`src/rtl/keypad_pkg.sv`:
```
// Shared definitions for the hangman keypad path: key codes in the
// {row_onehot, col_onehot} encoding and the debounce state type.
package keypad_pkg;

  // Key code layout. Bit 7..4 = one-hot row (bit 7 = R0), bit 3..0 = one-hot
  // column (bit 3 = C0). Zero means "no key".
  localparam logic [7:0] KEY_NONE          = 8'h00;

  // Letter-group keys on rows R0..R1.
  localparam logic [7:0] KEY_LETTER_0      = 8'h88; // R0 C0
  localparam logic [7:0] KEY_LETTER_1      = 8'h84; // R0 C1
  localparam logic [7:0] KEY_LETTER_2      = 8'h82; // R0 C2
  localparam logic [7:0] KEY_LETTER_3      = 8'h81; // R0 C3
  localparam logic [7:0] KEY_LETTER_4      = 8'h48; // R1 C0
  localparam logic [7:0] KEY_LETTER_5      = 8'h44; // R1 C1
  localparam logic [7:0] KEY_LETTER_6      = 8'h42; // R1 C2
  localparam logic [7:0] KEY_LETTER_7      = 8'h41; // R1 C3

  // Command keys.
  localparam logic [7:0] KEY_SUBMIT_LETTER = 8'h28; // R2 C0
  localparam logic [7:0] KEY_CLEAR         = 8'h24; // R2 C1
  localparam logic [7:0] KEY_SUBMIT_WORD   = 8'h22; // R2 C2
  localparam logic [7:0] KEY_GAME_END      = 8'h21; // R2 C3

  // Keys with no game meaning; the letter FSM ignores them.
  localparam logic [7:0] KEY_INVALID_0     = 8'h18; // R3 C0
  localparam logic [7:0] KEY_INVALID_1     = 8'h14; // R3 C1
  localparam logic [7:0] KEY_INVALID_2     = 8'h12; // R3 C2
  localparam logic [7:0] KEY_INVALID_3     = 8'h11; // R3 C3

  // Debounce FSM states.
  typedef enum logic [1:0] {
    IDLE    = 2'd0,
    CONFIRM = 2'd1,
    PRESSED = 2'd2,
    RELEASE = 2'd3
  } debounce_state_t;

  // True when exactly one of the four column lines is active.
  function automatic logic is_onehot4(input logic [3:0] v);
    return (v != 4'b0000) && ((v & (v - 4'b0001)) == 4'b0000);
  endfunction

endpackage

```
`src/rtl/keypad_scanner_sync2.sv`:
```
// Two-flop synchronizer for asynchronous level inputs.
module sync2 #(
  parameter int WIDTH = 4
) (
  input  logic             clk,
  input  logic             nRst,
  input  logic [WIDTH-1:0] d,
  output logic [WIDTH-1:0] q
);

  logic [WIDTH-1:0] meta_q;
  logic [WIDTH-1:0] sync_q;

  // First flop may go metastable; second flop gives it a full cycle to settle.
  always_ff @(posedge clk or negedge nRst) begin
    if (!nRst) begin
      meta_q <= '0;
      sync_q <= '0;
    end else begin
      meta_q <= d;
      sync_q <= meta_q;
    end
  end

  assign q = sync_q;

endmodule

```
`src/rtl/keypad_scanner.sv`:
```
// 4x4 matrix keypad scanner: row drive, column sampling, per-frame key
// extraction with multi-key rejection, and frame-level debounce producing a
// steady key code plus a one-cycle press strobe.
module keypad_scanner
  import keypad_pkg::*;
#(
  parameter int SCAN_CYCLES     = 1000,
  parameter int DEBOUNCE_FRAMES = 4
) (
  input  logic       clk,
  input  logic       nRst,
  input  logic [3:0] col_in,
  output logic [3:0] row_out,
  output logic [7:0] cur_key,
  output logic       strobe
);

  // Dwell counter sized for 0..SCAN_CYCLES-1.
  localparam int DW_W = (SCAN_CYCLES > 1) ? $clog2(SCAN_CYCLES) : 1;
  localparam logic [DW_W-1:0] DWELL_LAST = DW_W'(SCAN_CYCLES - 1);

  // Debounce counter sized to hold DEBOUNCE_FRAMES; it saturates at all-ones.
  localparam int CNT_W = $clog2(DEBOUNCE_FRAMES + 1);
  localparam logic [CNT_W-1:0] CNT_TARGET = CNT_W'(DEBOUNCE_FRAMES);
  localparam logic [CNT_W-1:0] CNT_ONE    = CNT_W'(1);
  localparam logic [CNT_W-1:0] CNT_MAX    = '1;
  localparam bit IMMEDIATE = (DEBOUNCE_FRAMES == 1);

  // ---------------------------------------------------------------------------
  // Column synchronizer
  // ---------------------------------------------------------------------------
  logic [3:0] col_sync;

  sync2 #(.WIDTH(4)) u_col_sync (
    .clk  (clk),
    .nRst (nRst),
    .d    (col_in),
    .q    (col_sync)
  );

  // ---------------------------------------------------------------------------
  // Row scan
  // ---------------------------------------------------------------------------
  logic [DW_W-1:0] dwell_q;
  logic [1:0]      row_idx_q;
  logic            sample;
  logic            frame_end;

  // Row index 0 drives R0, which is bit 3 of the port.
  assign row_out   = 4'b1000 >> row_idx_q;
  assign sample    = (dwell_q == DWELL_LAST);
  assign frame_end = sample && (row_idx_q == 2'd3);

  // Dwell counter and row rotation; the row advances after its last dwell cycle.
  always_ff @(posedge clk or negedge nRst) begin
    if (!nRst) begin
      dwell_q   <= '0;
      row_idx_q <= 2'd0;
    end else if (sample) begin
      dwell_q   <= '0;
      row_idx_q <= row_idx_q + 2'd1;
    end else begin
      dwell_q   <= dwell_q + DW_W'(1);
    end
  end

  // ---------------------------------------------------------------------------
  // Frame accumulation
  // ---------------------------------------------------------------------------
  logic [7:0] hit_q;
  logic       multi_q;
  logic [7:0] hit_d;
  logic       multi_d;
  logic [7:0] frame_q;
  logic       frame_valid_q;

  // Fold the current row's sample into the frame's hit / multi-key status.
  always_comb begin
    hit_d   = hit_q;
    multi_d = multi_q;
    if (sample && (col_sync != 4'b0000)) begin
      if (is_onehot4(col_sync) && (hit_q == KEY_NONE)) begin
        hit_d = {row_out, col_sync};
      end else begin
        multi_d = 1'b1;
      end
    end
  end

  // Hold per-frame status; at the R3 sample publish the frame result for one cycle.
  always_ff @(posedge clk or negedge nRst) begin
    if (!nRst) begin
      hit_q         <= KEY_NONE;
      multi_q       <= 1'b0;
      frame_q       <= KEY_NONE;
      frame_valid_q <= 1'b0;
    end else if (frame_end) begin
      hit_q         <= KEY_NONE;
      multi_q       <= 1'b0;
      frame_q       <= multi_d ? KEY_NONE : hit_d;
      frame_valid_q <= 1'b1;
    end else begin
      hit_q         <= hit_d;
      multi_q       <= multi_d;
      frame_valid_q <= 1'b0;
    end
  end

  // ---------------------------------------------------------------------------
  // Debounce FSM
  // ---------------------------------------------------------------------------
  debounce_state_t  state_q, state_d;
  logic [CNT_W-1:0] cnt_q, cnt_d;
  logic [CNT_W-1:0] cnt_inc;
  logic [7:0]       cand_q, cand_d;
  logic [7:0]       key_q, key_d;
  logic             strobe_q, strobe_d;

  assign cnt_inc = (cnt_q == CNT_MAX) ? cnt_q : (cnt_q + CNT_ONE);

  // State, counter and output registers.
  always_ff @(posedge clk or negedge nRst) begin
    if (!nRst) begin
      state_q  <= IDLE;
      cnt_q    <= '0;
      cand_q   <= KEY_NONE;
      key_q    <= KEY_NONE;
      strobe_q <= 1'b0;
    end else begin
      state_q  <= state_d;
      cnt_q    <= cnt_d;
      cand_q   <= cand_d;
      key_q    <= key_d;
      strobe_q <= strobe_d;
    end
  end

  // Next state: advanced only on a published frame result; strobe is a single pulse.
  always_comb begin
    state_d  = state_q;
    cnt_d    = cnt_q;
    cand_d   = cand_q;
    key_d    = key_q;
    strobe_d = 1'b0;
    if (frame_valid_q) begin
      case (state_q)
        IDLE: begin
          if (frame_q != KEY_NONE) begin
            cand_d = frame_q;
            cnt_d  = CNT_ONE;
            if (IMMEDIATE) begin
              key_d    = frame_q;
              strobe_d = 1'b1;
              state_d  = PRESSED;
            end else begin
              state_d  = CONFIRM;
            end
          end
        end
        CONFIRM: begin
          if (frame_q == KEY_NONE) begin
            state_d = IDLE;
          end else if (frame_q == cand_q) begin
            cnt_d = cnt_inc;
            if (cnt_inc == CNT_TARGET) begin
              key_d    = cand_q;
              strobe_d = 1'b1;
              state_d  = PRESSED;
            end
          end else begin
            cand_d = frame_q;
            cnt_d  = CNT_ONE;
          end
        end
        PRESSED: begin
          if (frame_q != key_q) begin
            cnt_d = CNT_ONE;
            if (IMMEDIATE) begin
              key_d   = KEY_NONE;
              state_d = IDLE;
            end else begin
              state_d = RELEASE;
            end
          end
        end
        RELEASE: begin
          if (frame_q == key_q) begin
            state_d = PRESSED;
          end else begin
            cnt_d = cnt_inc;
            if (cnt_inc == CNT_TARGET) begin
              key_d   = KEY_NONE;
              state_d = IDLE;
            end
          end
        end
        default: begin
          state_d = IDLE;
        end
      endcase
    end
  end

  assign cur_key = key_q;
  assign strobe  = strobe_q;

endmodule

```
`config.mk`:
```
export PLATFORM = sky130hd
export DESIGN_NAME = keypad_scanner
export DESIGN_NICKNAME = d
export VERILOG_FILES = /design/src/rtl/keypad_pkg.sv /design/src/rtl/keypad_scanner_sync2.sv /design/src/rtl/keypad_scanner.sv
export SDC_FILE = /design/constraint.sdc
export NUM_CORES = 1
export LEC_CHECK = 0
export BUFFER_PORTS_ARGS = -buffer_cell sky130_fd_sc_hd__buf_2
export CORE_AREA = 2 2 75 77
export CTS_CLUSTER_SIZE = 8
export DETAILED_ROUTE_END_ITERATION = 10
export DIE_AREA = 0 0 77 79
export GPL_ROUTABILITY_DRIVEN = 0
export PLACE_DENSITY = 0.71
export RECOVER_POWER = 50
export SLEW_MARGIN = 30
export SYNTH_ARGS = -nofsm -noshare
export SYNTH_HDL_FRONTEND = slang
export SYNTH_SLANG_ARGS = --single-unit
```
`constraint.sdc`:
```
create_clock -name clk -period 2.3 [get_ports clk]
set_input_delay 0.575 -clock clk [delete_from_list [all_inputs] [get_ports clk]]
set_output_delay 0.575 -clock clk [all_outputs]
set_load 0.005 [all_outputs]
```
==> results of run 1 <==
[power breakdown]
part           leakage, nW  internal [mW]  total, mW  switching, mW
logic                0.590        0.00776     0.0318         0.0241
registers            0.806           1.06       1.07        0.00816
clock network       0.0910          0.493      0.920          0.426
total                 1.49           1.56       2.02          0.459
[logic make-up (layout without fill, tap and decap cells)]
kind of cell             count (synthesis)  in the layout
AND/OR/NAND/NOR                         78             78
flip-flops                              60             60
AO/OA/AOI/OAI                           48             48
XOR/XNOR                                26             26
buffers and inverters                   21             54
multiplexers                            15             15
adder cells (fa/ha/maj)                  6              6
[final cells by class]
type	count	area, um2
Fill cell	485	2182
Sequential cell	60	1501
Multi-Input combinational cell	173	1195
Clock buffer	9	123.9
Timing Repair Buffer	22	117.6
Tap cell	72	90.09
Clock inverter	7	67.56
Inverter	16	60.06
[per-stage QoR]
stage | setup WS (ns) | cells | cell area (um2) | hold WS [ns] | util, %
after global routing | 0.1250 | 359 | 3156 | 0.3284 | 59.12
after floorplan | 0.4705 | 254 | 2778 | 0.2794 | -
after CTS | 0.2765 | 359 | 3171 | 0.2426 | 59.40
after detailed placement | 0.2983 | 343 | 2979 | 0.3358 | 55.81
after global placement | 0.3302 | 343 | 2979 | 0.3325 | 55.81
final | 0.2863 | 359 | 3156 | 0.3503 | 59.12
[per-layer routing]
metal / wire, um / part of all wire (%) / vias up
li1: - / - / 942
met1: 2338 / 48 / 914
met2: 2270 / 46 / 33
met3: 172 / 3.5 / 12
met4: 103 / 2.1 / 0
met5: 0 / 0 / -
[flip-flops by register name, indices dropped and copies added (netlist names)]
name               flops
hit_q                  8
cur_key                8
cand_q                 8
frame_valid_q          1
cnt_q                  3
frame_q                8
state_q                2
u_col_sync.q           4
dwell_q               10
u_col_sync.meta_q      4
multi_q                1
strobe                 1
row_idx_q              2
[critical path: stages (launching register included)]
cell	delay, ns
dfrtp_1	0.44
xor2_1	0.17
nor4_2	0.37
and2_4	0.21
a211o_1	0.33
mux2_2	0.38
[synthesized netlist by cell type, types with 2 or more instances]
cell type  instances
clkbuf_1           3
dfrtp_1           60
nand2_1           24
nor3_1             2
xnor2_1           16
o21a_1             3
a21oi_1           15
o32ai_1            2
o21ai_1            8
mux2i_1            8
nor4_1             5
xor2_1            10
nor4_2             2
and3_1             3
o21ai_0            7
nor2_1            18
and4_1             2
ha_1               6
and2_1             6
mux2_2             2
mux2_1             5
nand3_1            6
a32o_1             2
inv_1             15
nand4_1            4
[how the worst min path moves through the flow]
| stage | from | endpoint | slack (ns) | depth (start not counted) |
|---|---|---|---|---|
| finish | col_in[1] | u_col_sync.meta_q[1] | 0.35 | 1 |
| floorplan | nRst | cand_q[0] | 0.28 | 0 |
| global route | col_in[3] | u_col_sync.meta_q[3] | 0.33 | 1 |
| global placement | u_col_sync.meta_q[2] | u_col_sync.q[2] | 0.33 | 0 |
| detailed placement | u_col_sync.meta_q[0] | u_col_sync.q[0] | 0.34 | 0 |
| CTS | nRst | cand_q[2] | 0.24 | 2 |
==> impl_results.md, run 1 <==
- Status: complete, no violations
- Worst clock skew: 0.008988 ns
- Largest net degree at the start of global routing: 61
- Met1 Usage GRT: 22.53%
- Worst-margin pin slew: 1.441 ns
- Final HPWL from detailed placement: 3444 um
- Ys Warns: 0
- Final setup fails: 0
- Crit end category: flop
- Pwr/cell area: 640.8 nW/um2
- CTS Buffer Depth: 2
- Buffers on Ports: 18
- CTS clk-pin slew, worst paths: 0.07 ns
- GRT busiest layer: met2
- Largest family of logic cells by synthesized area: simple AND/OR/NAND/NOR gates
- Peak supply drop: 0.4012 mV
- Global Route met2 Usage: 28.95%
- Crit Path Category: flop to flop
- Unrepaired setup endpoints after global routing: false
- Setup crit start kind: flop
- Post-Syn Area: 2778 um2
- CP required: 2.52 ns
- Max-cap violations: 0
- DR vias/cell: 5.295
- Synth top area cells: dfrtp_1 (54%), xnor2_1 (5.0%), nand2_1 (3.2%)
- CP Max Fanout: 8
- Final worst-path cycle share: 87.55%
- Layout cell share with drive strength beyond 1: 16.72%
- Max Fclk: 0.4966 GHz
- Synth Area in Simple Gates: 14.41%
- First-pass GRT wire length: 8521 um
- Worst Setup SP: frame_q[6]
- DRT antenna net count: 0
- Total power: 2.022 mW
- Die area: 6083 um2
- Overall routing resource usage: 17.97%
- Routed vias: 1,901
- Clk Latency, worst-skew pair: 0.33 ns
- Core Rows: 27
- Drc violations: 0
- Syn nets: 266
- Number of synthesized register bits: 60
- Clk root buf: clkbuf_8
- Post-cts resize count: 0
- Inserted Diodes: 0
- Number of synthesized flops with an enable pin: 0
- Most frequent cells in the layout: dfrtp_1 (60), nand2_1 (24), nor2_1 (18), buf_2 (18), xnor2_1 (16)
- Synth Area in Adders: 2.703%
- CTS tree: done
- DR pass1 iterations: 4
- Last element of the critical path: cand_q[1]
- R2R Path Start: frame_q[6]
- Synth Flop Type: dfrtp_1
- Total Negative Setup Slacks: 0 ns
- Fin. Hold Viols: 0
- WP data arrival: 2.23 ns
- Nets: 294
- Vias in the first global route: 1,867
- Commonest non-fill, non-tap cell in the layout: dfrtp_1
- Syn Area/Cell: 10.94 um2
- Top-area cell type share of the netlist area: 54.05%
- Max-slew violations: 0
- Min Tclk post-route: 2.014 ns
- Sequential area share after synthesis: 54.05%
- Netlist cell types: 45
- Initial antenna violation count: 0
- Slack of the worst reg-to-reg path: 0.29 ns
- Hold Crit Class: input pin to flop
- Mux cell area share after synthesis: 5.721%
- Sink Count: 60
- GR Util met3: 5.341%
- Grt ovf: 0
- Cell taking the most area after synthesis: dfrtp_1
- CTS H-tree depth: 3
- Post-synthesis compound-gate area fraction: 11.98%
- Leakage: 1.487 nW
- IO Pins: 19
- Synth-to-Final Area Change: 13.60%
- R2R depth: 5
- FF-to-FF End: cand_q[1]
- Slew HR: 3.903%
- Post-synth ARST share: 100.0%
- First DRT Iteration DRCs: 81
- CTS Hold Bufs: 0
- Die height: 79 um
- XOR/XNOR share of the synthesized area: 8.198%
- Core outline area: 5338 um2
- Starting Density: 52.04%
- Die Width: 77 um
- Synthesized instance count: 254
- CTS Buf Count: 9
- Post-Route WL: 4884 um
- Drt wl/cell: 13.60 um
- Setup repair bufs after CTS: 0
No activity file was read; power rests on OpenSTA's default activity.
==> inputs of run 2 (changes only) <==
- clock period: 2.3 -> 2 ns (I/O delays scaled with it)
==> impl_results.md, run 2 (synthesized netlist as in run 1, its figures left out) <==
- Final setup fails: 0 (unchanged)
- Vias in the first global route: 1,880 (+0.70%)
- First DRT Iteration DRCs: 80 (-1.2%)
- Total power: 2.488 mW (+23%)
- Initial antenna violation count: 0 (unchanged)
- Grt ovf: 0 (unchanged)
- Largest net degree at the start of global routing: 61 (unchanged)
- Crit end category: flop
- Fillers: 463 (-4.5%)
- Die area: 6083 um2 (unchanged)
- DP Cell Count: 348 (+1.5%)
- DRT antenna net count: 0 (unchanged)
- Starting Density: 52.04% (unchanged)
- Crit Path Category: flop to flop
- Total Negative Setup Slacks: 0 ns (unchanged)
- PnR worst setup slack: 0.06184 ns (-0.2245 ns)
- Seq pwr share: 49.5% (-3.4 points)
- CTS Hold Bufs: 0 (unchanged)
- WP data arrival: 2.15 ns (-0.08 ns)
- Routed vias: 1,970 (+3.6%)
- Combinational share of power: 1.5% (about the same)
- Max-cap violations: 0 (unchanged)
- DR vias/cell: 5.368 (+1.4%)
- Switching portion of total power: 21.08% (-1.6 points)
- Unrepaired setup endpoints after global routing: true
- Drt wl/cell: 14.18 um (+4.2%)
- Leakage: 1.544 nW (+3.9%)
- Most frequent cells in the layout: dfrtp_1 (60), nand2_1 (24), nor2_1 (18), buf_2 (18), xnor2_1 (16)
- Inserted Diodes: 0 (unchanged)
- Synth-to-Final Area Change: 18.65%
- Hold Crit Class: input pin to flop
- Post-Route WL: 5205 um (+6.6%)
- Min Tclk post-route: 1.938 ns (-0.07549 ns)
- Final worst-path cycle share: 96.91% (+9.4 points)
- CTS H-tree depth: 3 (unchanged)
- Status: complete, no violations
- DP Worst Slack: -0.02955 ns (-0.3279 ns)
- Reg with most FFs: dwell_q
- CTS clk-pin slew, worst paths: 0.07 ns (about the same)
- Clock power share: 49.0% (+3.5 points)
- Die height: 79 um (unchanged)
- Setup crit start kind: flop
- Clk root buf: clkbuf_8
- Slew HR: 4.286% (+0.38 points)
- CTS Buffer Depth: 2 (unchanged)
- CP required: 2.21 ns (-0.31 ns)
- Sw Pwr: 0.5244 mW (+14%)
- Peak supply drop: 0.5353 mV (+33%)
- First-pass GRT wire length: 8721 um (+2.3%)
- Non-Filler Instances: 367 (+2.2%)
- CTS tree: done
- Core outline area: 5338 um2 (unchanged)
- Layout cell share with drive strength beyond 1: 20.00% (+3.3 points)
- Pint: 1.964 mW (+26%)
- Sink Count: 60 (unchanged)
- Overall routing resource usage: 18.35% (+0.38 points)
- Final HPWL from detailed placement: 3602 um (+4.6%)
- IO Pins: 19 (unchanged)
- Worst clock skew: 0.009756 ns (+0.0007675 ns)
- DR pass1 iterations: 4 (unchanged)
- Max Fclk: 0.5160 GHz (+3.9%)
- Pwr/cell area: 755.0 nW/um2 (+18%)
- CP Max Fanout: 8 (unchanged)
- Drc violations: 0 (unchanged)
- Area of the multi-input gates: 1229 um2 (+2.8%)
- Max reg flops: 10 (unchanged)
- Fin. Hold Viols: 0 (unchanged)
- Clk Latency, worst-skew pair: 0.33 ns (about the same)
- CTS Buf Count: 9 (unchanged)
- Max-slew violations: 0 (unchanged)
- Core Rows: 27 (unchanged)
- Nets: 302 (+2.7%)
- FF+latch area: 1501 um2 (unchanged)
- Buffers on Ports: 18 (unchanged)
- Min Hold Slack: 0.2763 ns (-0.07400 ns)
- Worst-margin pin slew: 1.436 ns (-0.005750 ns)
- Commonest non-fill, non-tap cell in the layout: dfrtp_1
- Die Width: 77 um (unchanged)
-- run 2: changes by cell type in the layout (fill, tap and decap cells not counted) --
cell       change
buf_4          +7
nand3_1        -1
a211o_4        +1
buf_12         +1
a2111oi_4      +1
nand3_2        +1
a2111oi_2      -1
bufinv_16      +1
o32ai_1        -1
o32ai_2        +1
a211o_1        -1
clkinv_2       -2
clkbuf_8       +1
-- run 2: metal layers --
layer | vias to the layer above | global-route usage, % | share of wire (%) | wire length, um
li1 | 956 | - | - | -
met1 | 965 | 23.85 | 46 | 2402
met2 | 39 | 28.86 | 48 | 2506
met3 | 10 | 5.114 | 3.7 | 192
met4 | 0 | 8.393 | 2.0 | 104
met5 | - | 0 | 0 | 0
-- run 2: metrics by stage --
step	cell area, um2	utilization, %
after detailed placement	3029	56.75
after floorplan	2778	-
after global routing	3296	61.74
final	3296	61.74
after global placement	3029	56.75
after CTS	3256	60.99
-- run 2: critical path, cell delays in order, from the launching register on --
cell     delay, ns
dfrtp_1       0.44
xor2_1        0.19
nor4_2        0.41
and2_4        0.24
a211o_4       0.19
mux2_2        0.34
-- run 2: layout make-up --
cell class / count / area share (%)
Sequential cell: 60 / 45.56
Multi-Input combinational cell: 173 / 37.28
Timing Repair Buffer: 30 / 5.771
Clock buffer: 10 / 4.176
Tap cell: 72 / 2.733
Clock inverter: 6 / 2.658
Inverter: 16 / 1.822
-- run 2: power by group through the flow --
stage	Sequential (mW)	Combinational (mW)	Clock [mW]
finish	1.23	0.0375	1.22
global route	1.23	0.0449	1.30
CTS	1.23	0.0429	1.25
detailed placement	1.25	0.0428	0
global placement	1.25	0.0423	0
floorplan	1.25	0.0113	0
-- run 2: final timing paths --
path | start | end | slack [ns] | cells past startpoint
min in group asynchronous | nRst | cur_key[0] | 0.60 | 2
worst max-delay path | frame_q[2] | cand_q[6] | 0.06 | 5
worst max register to register | frame_q[2] | cand_q[6] | 0.06 | 5
worst min-delay path | col_in[3] | u_col_sync.meta_q[3] | 0.28 | 1
max in group asynchronous | nRst | u_col_sync.meta_q[2] | 0.55 | 2
worst min register to register | u_col_sync.meta_q[0] | u_col_sync.q[0] | 0.34 | 0
-- run 2: timing repair --
action / CTS / global route
gates resized for setup: 1 / 4
setup endpoints to repair: 7 / 23
pin swaps: 0 / 2
buffers inserted: 0 / 3
